--- src/rtl/pc_branch_unit_if.sv ---
// Control/fetch bundle between the multicycle datapath controller and pc_branch_unit.
// The master modport is the controller/memory side. The slave modport is the branch unit.
interface pc_branch_unit_if #(
  parameter int CNT_W = 32
);
  logic             start;
  logic [1:0]       op;
  logic             br_en;
  logic [31:0]      b_imm;
  logic [31:0]      j_imm;
  logic [31:0]      i_imm;
  logic [31:0]      rs1;
  logic             busy;
  logic             done;
  logic             misalign;
  logic [31:0]      pc_out;
  logic [31:0]      link;
  logic             fetch_valid;
  logic [31:0]      fetch_addr;
  logic             fetch_ready;
  logic [CNT_W-1:0] br_cnt;
  logic [CNT_W-1:0] taken_cnt;

  modport master (
    output start, op, br_en, b_imm, j_imm, i_imm, rs1, fetch_ready,
    input  busy, done, misalign, pc_out, link, fetch_valid, fetch_addr,
           br_cnt, taken_cnt
  );

  modport slave (
    input  start, op, br_en, b_imm, j_imm, i_imm, rs1, fetch_ready,
    output busy, done, misalign, pc_out, link, fetch_valid, fetch_addr,
           br_cnt, taken_cnt
  );
endinterface

--- src/rtl/pc_branch_unit.sv ---
// Next-PC resolution for seq/branch/jal/jalr. Owns the PC and issues the next fetch.
// done lands 2 cycles after start. The fetch request is held until fetch_ready, and start is ignored while busy.
module pc_branch_unit #(
  parameter logic [31:0] RESET_PC = 32'h6000_0000,
  parameter int          CNT_W    = 32
) (
  input  logic              clk,
  input  logic              rst,
  pc_branch_unit_if.slave   bus
);

  typedef enum logic [1:0] {
    IDLE  = 2'd0,
    EVAL  = 2'd1,
    ISSUE = 2'd2
  } state_t;

  localparam logic [1:0]       OP_SEQ  = 2'b00;
  localparam logic [1:0]       OP_BR   = 2'b01;
  localparam logic [1:0]       OP_JAL  = 2'b10;
  localparam logic [CNT_W-1:0] CNT_ONE = {{(CNT_W-1){1'b0}}, 1'b1};

  state_t           state_q, state_d;
  logic [31:0]      pc_q;
  logic [31:0]      link_q;
  logic             done_q;
  logic             misalign_q;
  logic [1:0]       op_q;
  logic [31:0]      b_imm_q;
  logic [31:0]      j_imm_q;
  logic [31:0]      i_imm_q;
  logic [31:0]      rs1_q;
  logic [CNT_W-1:0] br_cnt_q;
  logic [CNT_W-1:0] taken_cnt_q;

  logic [31:0]      pc_plus4;
  logic [31:0]      jalr_sum;
  logic [31:0]      target;
  logic             target_misaligned;

  assign pc_plus4 = pc_q + 32'd4;
  assign jalr_sum = rs1_q + i_imm_q;

  always_comb begin
    target = pc_plus4;
    case (op_q)
      OP_SEQ:  target = pc_plus4;
      OP_BR:   target = bus.br_en ? (pc_q + b_imm_q) : pc_plus4;
      OP_JAL:  target = pc_q + j_imm_q;
      default: target = jalr_sum & ~32'h1;
    endcase
  end

  assign target_misaligned = (target[1:0] != 2'b00);

  always_comb begin
    state_d = state_q;
    case (state_q)
      IDLE:    if (bus.start) state_d = EVAL;
      EVAL:    state_d = target_misaligned ? IDLE : ISSUE;
      ISSUE:   if (bus.fetch_ready) state_d = IDLE;
      default: state_d = IDLE;
    endcase
  end

  always_ff @(posedge clk) begin
    if (!rst) begin
      state_q     <= ISSUE;
      pc_q        <= RESET_PC;
      link_q      <= 32'h0;
      done_q      <= 1'b0;
      misalign_q  <= 1'b0;
      op_q        <= OP_SEQ;
      b_imm_q     <= 32'h0;
      j_imm_q     <= 32'h0;
      i_imm_q     <= 32'h0;
      rs1_q       <= 32'h0;
      br_cnt_q    <= '0;
      taken_cnt_q <= '0;
    end else begin
      state_q    <= state_d;
      done_q     <= 1'b0;
      misalign_q <= 1'b0;
      if (state_q == IDLE && bus.start) begin
        op_q    <= bus.op;
        b_imm_q <= bus.b_imm;
        j_imm_q <= bus.j_imm;
        i_imm_q <= bus.i_imm;
        rs1_q   <= bus.rs1;
      end
      if (state_q == EVAL) begin
        done_q     <= 1'b1;
        misalign_q <= target_misaligned;
        link_q     <= pc_plus4;
        // A misaligned target is reported but never committed to the PC.
        if (!target_misaligned) pc_q <= target;
        if (op_q == OP_BR) begin
          if (br_cnt_q != '1) br_cnt_q <= br_cnt_q + CNT_ONE;
          if (bus.br_en && taken_cnt_q != '1) taken_cnt_q <= taken_cnt_q + CNT_ONE;
        end
      end
    end
  end

  assign bus.busy        = (state_q != IDLE);
  assign bus.done        = done_q;
  assign bus.misalign    = misalign_q;
  assign bus.pc_out      = pc_q;
  assign bus.link        = link_q;
  assign bus.fetch_valid = (state_q == ISSUE);
  assign bus.fetch_addr  = pc_q;
  assign bus.br_cnt      = br_cnt_q;
  assign bus.taken_cnt   = taken_cnt_q;

endmodule

--- src/flat_wrapper.sv ---
// flat-port wrapper written by rule: the top's interface ports become plain ports
module pc_branch_unit_flat 
#(
  parameter logic [31:0] RESET_PC = 32'h6000_0000,
  parameter int          CNT_W    = 32
)
  (clk, rst, bus_start, bus_op, bus_br_en, bus_b_imm, bus_j_imm, bus_i_imm, bus_rs1, bus_fetch_ready, bus_busy, bus_done, bus_misalign, bus_pc_out, bus_link, bus_fetch_valid, bus_fetch_addr, bus_br_cnt, bus_taken_cnt);
  pc_branch_unit_if #(.CNT_W(CNT_W)) bus_i ();
  input  logic clk;
  input  logic rst;
  input wire logic [$bits(bus_i.start)-1:0] bus_start;
  input wire logic [$bits(bus_i.op)-1:0] bus_op;
  input wire logic [$bits(bus_i.br_en)-1:0] bus_br_en;
  input wire logic [$bits(bus_i.b_imm)-1:0] bus_b_imm;
  input wire logic [$bits(bus_i.j_imm)-1:0] bus_j_imm;
  input wire logic [$bits(bus_i.i_imm)-1:0] bus_i_imm;
  input wire logic [$bits(bus_i.rs1)-1:0] bus_rs1;
  input wire logic [$bits(bus_i.fetch_ready)-1:0] bus_fetch_ready;
  output wire logic [$bits(bus_i.busy)-1:0] bus_busy;
  output wire logic [$bits(bus_i.done)-1:0] bus_done;
  output wire logic [$bits(bus_i.misalign)-1:0] bus_misalign;
  output wire logic [$bits(bus_i.pc_out)-1:0] bus_pc_out;
  output wire logic [$bits(bus_i.link)-1:0] bus_link;
  output wire logic [$bits(bus_i.fetch_valid)-1:0] bus_fetch_valid;
  output wire logic [$bits(bus_i.fetch_addr)-1:0] bus_fetch_addr;
  output wire logic [$bits(bus_i.br_cnt)-1:0] bus_br_cnt;
  output wire logic [$bits(bus_i.taken_cnt)-1:0] bus_taken_cnt;
  assign bus_i.start = bus_start;
  assign bus_i.op = bus_op;
  assign bus_i.br_en = bus_br_en;
  assign bus_i.b_imm = bus_b_imm;
  assign bus_i.j_imm = bus_j_imm;
  assign bus_i.i_imm = bus_i_imm;
  assign bus_i.rs1 = bus_rs1;
  assign bus_i.fetch_ready = bus_fetch_ready;
  assign bus_busy = bus_i.busy;
  assign bus_done = bus_i.done;
  assign bus_misalign = bus_i.misalign;
  assign bus_pc_out = bus_i.pc_out;
  assign bus_link = bus_i.link;
  assign bus_fetch_valid = bus_i.fetch_valid;
  assign bus_fetch_addr = bus_i.fetch_addr;
  assign bus_br_cnt = bus_i.br_cnt;
  assign bus_taken_cnt = bus_i.taken_cnt;
  pc_branch_unit #(.RESET_PC(RESET_PC), .CNT_W(CNT_W)) u_core (.clk(clk), .rst(rst), .bus(bus_i));
endmodule
--- config.mk ---
export PLATFORM = sky130hd
export DESIGN_NAME = pc_branch_unit_flat
export DESIGN_NICKNAME = d
export VERILOG_FILES = /design/src/rtl/pc_branch_unit_if.sv /design/src/rtl/pc_branch_unit.sv /design/src/flat_wrapper.sv
export SDC_FILE = /design/constraint.sdc
export NUM_CORES = 1
export LEC_CHECK = 0
export CAP_MARGIN = 10
export CORE_MARGIN = 1
export CORE_UTILIZATION = 40
export CTS_CLUSTER_SIZE = 30
export DETAILED_ROUTE_END_ITERATION = 10
export DONT_BUFFER_PORTS = 1
export PLACE_DENSITY = 0.56
export SYNTH_ARGS = -nofsm -noshare
export SYNTH_HDL_FRONTEND = slang
export SYNTH_SLANG_ARGS = --single-unit
--- constraint.sdc ---
create_clock -name clk -period 5.2 [get_ports clk]
set_input_delay 1.04 -clock clk [delete_from_list [all_inputs] [get_ports clk]]
set_output_delay 1.04 -clock clk [all_outputs]
set_load 0.01 [all_outputs]
Yosys cells after proc, flatten, opt, wreduce, memory -nomap -nowiden
Cells that the tools add are included.

Flip-flop bits (word level): 262. Output and inout port bits: 164. Logic and storage cells: 45.

Add/subtract/negate cells: 6. Eq/ne operators: 8. Multiplexer cells: 7. Bitwise logic cells: 1. Reduce and logical (&&, ||, !) cells: 11.

Operators with widths (number): 32-bit adder (3); 32-bit one-hot mux with 3 select lines (1); 32-bit by 1-bit adder with 32-bit output (second input constant) (2); 32-bit != test (second input constant) (2); 32-bit by 3-bit adder with 32-bit output (second input constant) (1); 32-bit two-way mux (1); 2-bit two-way mux (3); 2-bit one-hot mux with 3 select lines (1); 2-bit AND reduction (3); 3-bit AND reduction (2); 2-bit by 1-bit == test with 1-bit output (second input constant) (2); 2-bit == test (second input constant) (2); 2-bit logical NOT (2); 2-bit != test (second input constant) (2); 2-bit nonzero test (2); 1-bit logical AND (2); 1-bit two-way mux (1); 1-bit inverter (1).

Longest topological paths before layout
Depth after elaboration: 6. Gate-level depth with buffers: 12. Gate-level depth less buffers: 12.

Worst setup path before layout
No wires, ideal clock.

Path kind: register to register. From: reg u_core.pc_q[0], in the netlist u_core.bus.fetch_addr[0]. To: reg u_core.pc_q[20], in the netlist u_core.bus.fetch_addr[20]. Library setup time: 0.131 ns. Data arrival time: 2.902 ns. Data required time: 5.069 ns. Setup slack: 2.167 ns. Stages on the path, launching flop included: 12. Path buffers: 0. Period minus slack after synthesis: 3.033 ns. Cells stage by stage: dfxtp_1 ha_1 fa_1 a211oi_1 o21ai_0 o21ba_2 a32oi_1 o31a_1 o21ai_0 xor2_1 a2111oi_0 nor3_1.

Cells in the longest elaborated chain, start to end: 6.

RTL lines: start, declared (line pc_branch_unit.sv:24) `logic [31:0] pc_q;`; start signal, assigned (line pc_branch_unit.sv:96) `if (!target_misaligned) pc_q <= target;`; 32-bit by 3-bit adder with 32-bit output or 32-bit adder (tied branches) (line pc_branch_unit.sv:41, pc_branch_unit.sv:48); 32-bit two-way mux (line pc_branch_unit.sv:48) `OP_BR: target = bus.br_en ? (pc_q + b_imm_q) : pc_plus4;`; 32-bit one-hot mux with 3 select lines (*) (line pc_branch_unit.sv:46) `case (op_q)`; 2-bit nonzero test (line pc_branch_unit.sv:54) `assign target_misaligned = (target[1:0] != 2'b00);`; 1-bit inverter (no line); 2-bit AND reduction (no line).

Mark *: on every way between the ends. The rest lies on a longest branch, timed or not. A chain may end at the register's enable or synchronous reset.

Final worst setup path
From: reg u_core.op_q[0]. To: reg u_core.taken_cnt_q[19], in the netlist u_core.bus.taken_cnt[19].

Cells in the longest elaborated chain, start to end: 2.

RTL lines: start, declared (line pc_branch_unit.sv:28) `logic [1:0] op_q;`; start signal, assigned (line pc_branch_unit.sv:85) `op_q <= bus.op;`; 2-bit by 1-bit == test with 1-bit output (line pc_branch_unit.sv:97) `if (op_q == OP_BR) begin`; 3-bit AND reduction (no line); end signal, assigned (line pc_branch_unit.sv:99) `if (bus.br_en && taken_cnt_q != '1) taken_cnt_q <= taken_cnt_q + CNT_ONE;`; end, declared (line pc_branch_unit.sv:34) `logic [CNT_W-1:0] taken_cnt_q;`.

Every way passes these cells.

==> summary.txt <==
Outcome
  – Status: finished, final reports clean

Synthesis
  – Fraction of synthesis flops using an asynchronous set or reset pin: 0%
  – Xor and xnor area share after synthesis: 7.16%
  – Fraction of the yosys area taken by sequential cells: 32.5%
  – Post-synthesis simple-gate area fraction: 23.5%
  – Adder-cell area share of the yosys netlist: 7.73%
  – Total nets after synthesis: 2367
  – Post-synthesis compound-gate area fraction: 23.2%
  – Number of standard cells after synthesis: 2134
  – Count of unique library cells instantiated by Yosys: 74
  – Number of storage elements in the synthesis netlist: 262
  – Post-synthesis cell area: 16200 µm²
  – Largest family of logic cells by synthesized area: simple AND/OR/NAND/NOR gates
  – Share of synthesized area spent on multiplexers: 0.999%
  – Syn_area_per_cell: 7.57 µm²
  – Most used flip-flop cell after synthesis: sky130_fd_sc_hd__dfxtp_1
  – Warnings from Yosys: 0
  – Number of flops mapped to enable cells by yosys: 0

Global route
  – Maximum number of pins on one net before global-route repair: 160
  – Gr usage total: 26.6%
  – Total gr overflow: 0
  – Via count of the first global-routing pass: 14500
  – Wire length of the first global-routing pass: 85400 µm
  – Number of antenna violations at the first check in global routing: 1

Routing
  – Number of design-rule violations left by the first detailed-router iteration: 1344
  – Final antenna-violating net count: 0
  – Avg Vias per Cell: 5.86
  – Total via count after detailed routing: 15200
  – Total wirelength of the detailed-routed design: 56500 µm
  – Final routed wire length divided by cell count: 21.8 µm
  – Number of design rule violations left after detail routing: 0
  – Number of detailed-route iterations in the first pass: 5

Power and ir drop
  – Maximum vdd ir drop: 272 µV
  – Pwr Total: 4.77 mW
  – Leakage power figure: 6.70 nW
  – Total power per unit cell area: 274 nW/µm²

CTS
  – Buffer cell driving the clock tree root: sky130_fd_sc_hd__clkbuf_16
  – Count of clock tree sinks: 262
  – Cts bufs inserted: 31
  – TritonCTS clock tree: done
  – H-Tree Level Count: 1
  – Clock slew seen by the registers of the worst setup and hold paths: 60 ps
  – Setup Buffers After CTS: 0
  – Hold buffer count at cts: 0
  – Clock latency on the worst-skew pair: 600 ps
  – Post-cts gate resize count: 0
  – Bufs on Longest Clock Path: 3

Timing
  – Fin. max-slew vios: 0
  – Final setup violation count: 0
  – Worst Clk Skew: 18.9 ps
  – Setup Total Neg Slack: 0 ps
  – Worst-margin pin slew: 1120 ps
  – Clock period minus worst slack: 3830 ps
  – Setup repair after global routing missed its margin: no
  – Max_slew headroom: 24.9%
  – Final period util: 73.7%
  – Max Fclk: 261 MHz
  – Final count of hold timing violations: 0

Final layout
  – Antenna fix cells: 0
  – Area added between synthesis and finish: 7.69%
  – Commonest non-fill, non-tap cell in the layout: sky130_fd_sc_hd__nand2_1
  – Reg area: 5250 µm²
  – Fill count: 4130
  – Most frequent cells in the layout: sky130_fd_sc_hd__nand2_1, sky130_fd_sc_hd__dfxtp_1, sky130_fd_sc_hd__a21oi_1
  – Area used by multi-input combinational logic: 10100 µm²
  – # nets final: 2279
  – Final cell utilization of the core: 43.7%
  – Fraction of layout instances using a drive strength above 1: 4.64%

Min path
  – Type of the most critical hold path: reg -> reg

Die
  – Number of placement rows: 73
  – Standard cell core area: 39800 µm²
  – Starting density of the core: 40.6%
  – Die Height: 203 µm
  – Total Die Area: 41200 µm²
  – Boundary pin count: 299
  – Die Wd: 203 µm

Job
  – Max capacitance violation total: 0

Critical path
  – Kind of start point of the critical path: flop
  – Setup CP Type: reg -> reg
  – Largest driver fanout on the critical path: 24
  – CP Data Arrival Time: 4280 ps
  – Element type at the critical path end: flop
  – Required @ worst endpoint: 5650 ps

Place
  – Port bufs: 0
  – Placed wire-length estimate: 42400 µm
  – Weighted congestion reported at the end of routability-driven placement: 0.978
==> cell usage after synthesis (all sizes together), types with 5 or more instances <==
cell     instances  area [µm²]
o211ai          18         135
nand2b          21         131
nand2          392        1470
o21bai          14         105
or3             28         175
buf             40         278
mux2i           15         150
a21oi          254        1270
a311oi           6        52.6
o21a            13        97.6
a31oi           20         125
nand3           54         270
and4             8        72.6
inv             34         128
and3            21         131
o221ai          11        96.3
o2111ai          6        52.6
clkbuf         104         392
ha              95        1190
a211o            5        43.8
a21o            45         338
nor3            33         165
and2            20         125
nor2b           13        81.3
nand4           40         265
xor2            66         578
a221oi           7        67.6
xnor2           66         578
o31ai           11        87.6
nor3b            6        45.0
nor4            14        93.8
o21ai          106         531
a21boi           5        37.5
nor2           177         667
dfxtp          262        5250
a211oi          50         375
==> sequential cells by signal, indices dropped and copies added, names as in the netlist, 2 cells and up <==
| signal | cells |
|---|---|
| u_core.i_imm_q | 32 |
| u_core.state_q | 2 |
| u_core.b_imm_q | 32 |
| u_core.op_q | 2 |
| u_core.bus.taken_cnt | 32 |
| u_core.j_imm_q | 32 |
| u_core.bus.br_cnt | 32 |
| u_core.rs1_q | 32 |
| u_core.bus.link | 32 |
| u_core.bus.fetch_addr | 32 |
==> path summary, 6_finish.rpt <==
path / startpoint / end / slack, ps / depth (start not counted)
min reg2reg: u_core.rs1_q[11] / u_core.rs1_q[11] / 460 / 2
max reg2reg: u_core.op_q[0] / u_core.bus.taken_cnt[19] / 1370 / 8
max: u_core.op_q[0] / u_core.bus.taken_cnt[19] / 1370 / 8
min: u_core.rs1_q[11] / u_core.rs1_q[11] / 460 / 2
==> per-layer routing <==
metal | GRT usage [%] | up-vias | routed length [µm]
li1 | - | 7381 | -
met1 | 34.9 | 7136 | 24600
met2 | 44.0 | 586 | 25900
met3 | 5.43 | 105 | 4440
met4 | 7.55 | 2 | 1500
met5 | 0 | - | 19
==> through the flow <==
stage	hold slack (ps)	std cells	setup slack [ps]	instance area [µm²]
2_1_floorplan	440	2134	2170	16200
3_3_place_gp	449	2537	1520	16300
3_5_place_dp	451	2537	1450	16300
4_1_cts	460	2594	1430	17400
5_1_grt	481	2595	1080	17400
6_report	457	2595	1370	17400
==> cell families after synthesis <==
kind of cell,after synthesis
and+or+nand+nor,839
AOI/OAI and AO/OA,608
DFF,262
buffers and inverters,179
xor gates and xnor gates,132
adders and majority gates,98
muxes,16
==> power breakdown <==
group	total, mW	switching, mW	internal, mW
sequential	2.12	0.0551	2.06
clock	2.24	0.922	1.32
combinational	0.412	0.282	0.130
total	4.77	1.26	3.51
==> final cells by class <==
type / instances / area share (%)
multi-input combinational: 1693 / 58.2
sequential: 262 / 30.2
clock buffer: 42 / 4.98
tap: 525 / 3.78
timing repair buffer: 23 / 1.05
clock inverter: 15 / 1.04
inverter: 35 / 0.784
==> worst max-delay path: stages, from the launching register on <==
cell	delay, ps
sky130_fd_sc_hd__dfxtp_1	1060
sky130_fd_sc_hd__nand2_2	370
sky130_fd_sc_hd__nor2_2	230
sky130_fd_sc_hd__nand2_1	170
sky130_fd_sc_hd__nor3_1	730
sky130_fd_sc_hd__nand2b_1	500
sky130_fd_sc_hd__nor4_1	400
sky130_fd_sc_hd__xnor2_1	160
sky130_fd_sc_hd__nor2_1	50
(Power assumes the default switching activity.)
